**config.mk**
```make
export PLATFORM = sky130hd
export DESIGN_NAME = qpsk_map_flat
export DESIGN_NICKNAME = d
export VERILOG_FILES = /design/src/rtl/qpsk_map_if.sv /design/src/rtl/qpsk_map.sv /design/src/flat_wrapper.sv
export SDC_FILE = /design/constraint.sdc
export NUM_CORES = 1
export LEC_CHECK = 0
export BUFFER_PORTS_ARGS = -buffer_cell sky130_fd_sc_hd__buf_2
export CORE_ASPECT_RATIO = 1.2
export CORE_MARGIN = 2
export CORE_UTILIZATION = 48
export DETAILED_ROUTE_END_ITERATION = 16
export GPL_TIMING_DRIVEN = 0
export PLACE_DENSITY = 0.79
export SLEW_MARGIN = 5
export SYNTH_ARGS = -nofsm -noshare
export SYNTH_HDL_FRONTEND = slang
export SYNTH_SLANG_ARGS = --single-unit
```
**constraint.sdc**
```tcl
create_clock -name clk -period 3.3 [get_ports clk]
set_input_delay 0.33 -clock clk [delete_from_list [all_inputs] [get_ports clk]]
set_output_delay 0.33 -clock clk [all_outputs]
set_load 0.1 [all_outputs]
```
**src/rtl/qpsk_map_if.sv**
```systemverilog
// Byte-in / IQ-sample-out handshake bundle for the QPSK mapper.
// The slave side is the mapper; the master side feeds bytes and sinks samples.
interface qpsk_map_if #(
  parameter int WORD_LENGTH = 16
);
  logic                          in_vld;
  logic [7:0]                    in_data;
  logic                          in_rdy;
  logic                          out_rdy;
  logic                          out_vld;
  logic signed [WORD_LENGTH-1:0] out_real;
  logic signed [WORD_LENGTH-1:0] out_imag;
  logic                          out_sop;
  logic                          out_eop;

  modport master (
    output in_vld, in_data, out_rdy,
    input  in_rdy, out_vld, out_real, out_imag, out_sop, out_eop
  );

  modport slave (
    input  in_vld, in_data, out_rdy,
    output in_rdy, out_vld, out_real, out_imag, out_sop, out_eop
  );
endinterface

```
**src/rtl/qpsk_map.sv**
```systemverilog
// TX QPSK mapper: unpacks bytes MSB-first into 2-bit symbols and emits +/-AMP I/Q
// samples framed into N_FFT-sample OFDM symbols with sop/eop markers.
module qpsk_map #(
  parameter int WORD_LENGTH = 16,
  parameter int AMP         = 5793,
  parameter int N_FFT       = 64
) (
  input logic       clk,
  input logic       rst_n,
  qpsk_map_if.slave bus
);
  localparam int IDX_W = $clog2(N_FFT);
  localparam logic [IDX_W-1:0] IDX_LAST = IDX_W'(N_FFT - 1);
  localparam logic signed [WORD_LENGTH-1:0] AMP_S = WORD_LENGTH'(AMP);

  if (AMP <= 0 || AMP >= (1 << (WORD_LENGTH - 1)) || N_FFT < 4 || (N_FFT & (N_FFT - 1)) != 0)
  begin : g_bad_params
    $error("qpsk_map: AMP or N_FFT out of range");
  end

  // A set bit selects the negative point, matching qpsk_demap's hard decision.
  function automatic logic signed [WORD_LENGTH-1:0] map_axis(input logic bit_in);
    return bit_in ? -AMP_S : AMP_S;
  endfunction

  logic [7:0]                    buf_p0;
  logic [2:0]                    cnt_p0;
  logic signed [WORD_LENGTH-1:0] real_p1;
  logic signed [WORD_LENGTH-1:0] imag_p1;
  logic                          vld_p1;
  logic [IDX_W-1:0]              idx_p1;
  logic                          load;
  logic                          accept;
  logic                          in_rdy;

  always_comb begin
    load   = (cnt_p0 != 3'd0) && (!vld_p1 || bus.out_rdy);
    in_rdy = (cnt_p0 == 3'd0) || ((cnt_p0 == 3'd1) && load);
    accept = bus.in_vld && in_rdy;
  end

  // Stage A: byte buffer, top two bits are always the next symbol
  always_ff @(posedge clk or negedge rst_n) begin
    if (!rst_n) begin
      buf_p0 <= '0;
      cnt_p0 <= '0;
    end else if (accept) begin
      buf_p0 <= bus.in_data;
      cnt_p0 <= 3'd4;
    end else if (load) begin
      buf_p0 <= {buf_p0[5:0], 2'b00};
      cnt_p0 <= cnt_p0 - 3'd1;
    end
  end

  // Stage B: output sample register and frame position
  always_ff @(posedge clk or negedge rst_n) begin
    if (!rst_n) begin
      real_p1 <= '0;
      imag_p1 <= '0;
      vld_p1  <= 1'b0;
    end else if (load) begin
      real_p1 <= map_axis(buf_p0[7]);
      imag_p1 <= map_axis(buf_p0[6]);
      vld_p1  <= 1'b1;
    end else if (bus.out_rdy) begin
      vld_p1  <= 1'b0;
    end
  end

  always_ff @(posedge clk or negedge rst_n) begin
    if (!rst_n) begin
      idx_p1 <= '0;
    end else if (vld_p1 && bus.out_rdy) begin
      idx_p1 <= (idx_p1 == IDX_LAST) ? '0 : idx_p1 + IDX_W'(1);
    end
  end

  assign bus.in_rdy   = in_rdy;
  assign bus.out_vld  = vld_p1;
  assign bus.out_real = real_p1;
  assign bus.out_imag = imag_p1;
  assign bus.out_sop  = vld_p1 && (idx_p1 == '0);
  assign bus.out_eop  = vld_p1 && (idx_p1 == IDX_LAST);
endmodule

```
**src/flat_wrapper.sv**
```systemverilog
// flat-port wrapper written by rule: the top's interface ports become plain ports
module qpsk_map_flat 
#(
  parameter int WORD_LENGTH = 16,
  parameter int AMP         = 5793,
  parameter int N_FFT       = 64
)
  (clk, rst_n, bus_in_vld, bus_in_data, bus_out_rdy, bus_in_rdy, bus_out_vld, bus_out_real, bus_out_imag, bus_out_sop, bus_out_eop);
  qpsk_map_if #(.WORD_LENGTH(WORD_LENGTH)) bus_i ();
  input logic clk;
  input logic rst_n;
  input wire logic [$bits(bus_i.in_vld)-1:0] bus_in_vld;
  input wire logic [$bits(bus_i.in_data)-1:0] bus_in_data;
  input wire logic [$bits(bus_i.out_rdy)-1:0] bus_out_rdy;
  output wire logic [$bits(bus_i.in_rdy)-1:0] bus_in_rdy;
  output wire logic [$bits(bus_i.out_vld)-1:0] bus_out_vld;
  output wire logic [$bits(bus_i.out_real)-1:0] bus_out_real;
  output wire logic [$bits(bus_i.out_imag)-1:0] bus_out_imag;
  output wire logic [$bits(bus_i.out_sop)-1:0] bus_out_sop;
  output wire logic [$bits(bus_i.out_eop)-1:0] bus_out_eop;
  assign bus_i.in_vld = bus_in_vld;
  assign bus_i.in_data = bus_in_data;
  assign bus_i.out_rdy = bus_out_rdy;
  assign bus_in_rdy = bus_i.in_rdy;
  assign bus_out_vld = bus_i.out_vld;
  assign bus_out_real = bus_i.out_real;
  assign bus_out_imag = bus_i.out_imag;
  assign bus_out_sop = bus_i.out_sop;
  assign bus_out_eop = bus_i.out_eop;
  qpsk_map #(.WORD_LENGTH(WORD_LENGTH), .AMP(AMP), .N_FFT(N_FFT)) u_core (.clk(clk), .rst_n(rst_n), .bus(bus_i));
endmodule
```
==> results.json <==
{
  "timing.critical_path.depth": 3,
  "cts_made_buffers": 3,
  "globalRouteOverflowTotal": 0,
  "dr.first_iter.drc_count": 12,
  "grt_use_total": 0.147,
  "synth_top_cells_by_area": "sky130_fd_sc_hd__dfrtp_1 42%, sky130_fd_sc_hd__buf_4 15%, sky130_fd_sc_hd__mux2_4 6.6%, sky130_fd_sc_hd__mux2_1 5.0%, sky130_fd_sc_hd__ha_1 4.6%",
  "final_period_demand_of_the_worst_path_ns": 2.24,
  "detailedPlacementHpwl_um": 1810,
  "min_path_type": "in2reg",
  "combinational_family_with_the_most_area_after_synthesis": "buffers and inverters",
  "startpoint_type": "register",
  "whs_path_depth": 2,
  "synth-edff-count": 0,
  "setup_repair_after_global_routing_missed_its_margin": "false",
  "yosys-top-cells-count": "27 x sky130_fd_sc_hd__buf_4, 23 x sky130_fd_sc_hd__dfrtp_1, 9 x sky130_fd_sc_hd__nand2_1",
  "vias_per_cell": 4.75,
  "post-route-period-util": 0.680,
  "gr-max-usage-layer": "met2",
  "async_flop_share": 1.00,
  "cts.sink_count": 23,
  "finalSetupViolations": 0,
  "final_net_count": 192,
  "worst_setup_hold_path_clk_slew_ns": 0.12,
  "fp-row-count": 21,
  "crit_family": "simple AND/OR/NAND/NOR gates",
  "io_pins": 48,
  "tns_ns": 0,
  "n_antenna_cell": 0,
  "yosys_warnings": 0,
  "clock_skew_ns": 0.00135,
  "timing.max_cap.violations": 0,
  "clock_root_buffer": "sky130_fd_sc_hd__clkbuf_4",
  "placement.io_buffers": 47,
  "grt_util_met2": 0.269,
  "setup.reg_to_reg.worst_slack_ns": 1.64,
  "place_congestion": 0.670,
  "cp.buffers_inverters": 1,
  "tritoncts": "yes",
  "status": "completed",
  "grt_start_max_net_pins": 24,
  "synth_compound_area_frac": 0.0432,
  "synthSimpleGateAreaFrac": 0.133,
  "grt_pass1_vias": 914,
  "r2r_cells": 6,
  "max_slew_margin": 0.668,
  "post-synth-top-area-fraction": 0.423,
  "critPathArrivalTime_ns": 1.91,
  "avgRoutedWirePerCell_um": 10.9,
  "fp.dieW_um": 52.6,
  "worst_skew_pair.late_latency_ns": 0.30,
  "timing.critical_path.slowest_cell_delay_ns": 0.56,
  "synthesis.instances": 122,
  "finish.utilization": 0.610,
  "post_synthesis_cell_type_count": 31,
  "clock_tree.buffer_depth": 2,
  "grt_antenna_before_repair": 0,
  "initial_core_util": 0.493,
  "total_wire_length_um": 2270,
  "die_h_um": 62.3,
  "maxSlewViolCount": 0,
  "avgSynthCellArea_um2": 11.2,
  "xor_xnor_fraction_of_synth_area": 0.0386,
  "synthesis.area_mm2": 0.00136,
  "global_route.usage.met1": 0.165,
  "n_fill_cell": 237,
  "grt_pass1_wl_um": 3800,
  "synthesis.nets": 139,
  "synth_top_flop_cell": "sky130_fd_sc_hd__dfrtp_1",
  "synthMostInstantiatedCell": "sky130_fd_sc_hd__buf_4",
  "drt.antenna.violating_nets": 0,
  "slowest_stage_cell_crit_path": "sky130_fd_sc_hd__or4b_1",
  "yosys_register_bits": 23,
  "drt_first_pass_iters": 4,
  "register_area_share_after_synthesis": 0.423,
  "final-hold-violation-count": 0,
  "endpoint_kind": "output port",
  "max_slew.worst_pin.slew_ns": 0.498,
  "coreArea_mm2": 0.00276,
  "cp_data_required_time_ns": 2.97,
  "die_area_mm2": 0.00328,
  "path_cells": "or4b_1, nor3b_2, buf_2",
  "synth-adder-area-share": 0.0460,
  "area.growth.synth_to_final_pct": 23.5,
  "path_class": "reg2out",
  "synth.mux.area_fraction": 0.147,
  "ctsHtreeMaxLevel": 1,
  "worstPathMaxFanout": 5,
  "grt_use_met3": 0.0240,
  "fmax_ghz": 0.446,
  "drt_drc_violations_left": 0,
  "via_count_of_the_routed_design": 988,
  "synth_area_leader_cell": "sky130_fd_sc_hd__dfrtp_1",
  "share_of_cells_above_drive_strength_1": 0.540
}
==> through the flow <==
stage | setup WS, ns | hold slack, ns | area, um^2 | cells
floorplan | 0.244 | 0.0344 | 1370 | 122
global placement | 1.42 | 0.326 | 1640 | 203
detailed placement | 1.41 | 0.328 | 1640 | 203
CTS | 1.05 | 0.223 | 1680 | 208
global route | 0.951 | 0.222 | 1680 | 208
finish | 1.06 | 0.233 | 1680 | 208
==> worst register-to-register path, stage by stage, from the launching register on <==
cell                       delay [ns]
sky130_fd_sc_hd__dfrtp_1         0.37
sky130_fd_sc_hd__inv_1           0.08
sky130_fd_sc_hd__ha_1            0.24
sky130_fd_sc_hd__nand2b_4        0.11
sky130_fd_sc_hd__a21bo_2         0.27
sky130_fd_sc_hd__nand2_4         0.17
sky130_fd_sc_hd__mux2_4          0.32
==> worst paths after layout <==
kind / startpoint / endpoint
max: u_core.idx_p1[2]$_DFFE_PN0P_ / bus_out_sop
min: bus_out_rdy / u_core.idx_p1[5]$_DFFE_PN0P_
max reg2reg: u_core.cnt_p0[0]$_DFFE_PN0P_ / u_core.buf_p0[6]$_DFFE_PN0P_
min reg2reg: u_core.buf_p0[6]$_DFFE_PN0P_ / u_core.bus.out_imag[12]$_DFFE_PN0P_
max in group asynchronous: rst_n / u_core.cnt_p0[1]$_DFFE_PN0P_
min in group asynchronous: rst_n / u_core.bus.out_vld$_DFFE_PN0P_
==> logic make-up after synthesis <==
group,after synthesis
muxes,16
buffers and inverters,34
AOI/OAI and AO/OA,9
and+or+nand+nor,29
xor gates and xnor gates,6
adders and majority gates,5
DFF,23
==> routing by layer <==
layer  vias up  routed length [um]
li1        485                   -
met5         -                   0
met1       460                 871
met4         0                  29
met3         4                 165
met2        39                1200
==> registers in the layout, summed over array words and instances, names as in the netlist <==
register / count
u_core.buf_p0: 8
u_core.idx_p1: 6
u_core.bus.out_imag: 3
u_core.cnt_p0: 3
u_core.bus.out_real: 2
u_core.bus.out_vld: 1
==> area by class of cell <==
type	count	area (um^2)	area share
Sequential cell	23	576	0.342
Clock inverter	1	5.00	0.00298
Tap cell	34	42.5	0.0253
Multi-Input combinational cell	65	561	0.333
Clock buffer	3	22.5	0.0134
Timing Repair Buffer	48	245	0.146
Inverter	6	22.5	0.0134
Buffer	28	208	0.124
==> placed cells by master, fill, tap and decap left out, types with 3 or more instances in the layout <==
master and instances:
sky130_fd_sc_hd__clkbuf_4 3, sky130_fd_sc_hd__o21ai_0 3, sky130_fd_sc_hd__mux2_1 6, sky130_fd_sc_hd__ha_1 5
sky130_fd_sc_hd__nand2_1 9, sky130_fd_sc_hd__inv_1 6, sky130_fd_sc_hd__buf_4 27, sky130_fd_sc_hd__mux2_4 6
sky130_fd_sc_hd__nand3_1 3, sky130_fd_sc_hd__buf_2 48, sky130_fd_sc_hd__xor2_1 4, sky130_fd_sc_hd__dfrtp_1 23
==> timing repair <==
| item | CTS | global route |
|---|---|---|
| resized for setup | 0 | 0 |
| setup buffers | 0 | 0 |
| hold buffers | 1 | 0 |
| hold endpoints to repair | 23 | 0 |
Power is not shown: default switching activity piles up to over one toggle a cycle in this logic, so the estimate is an artifact.
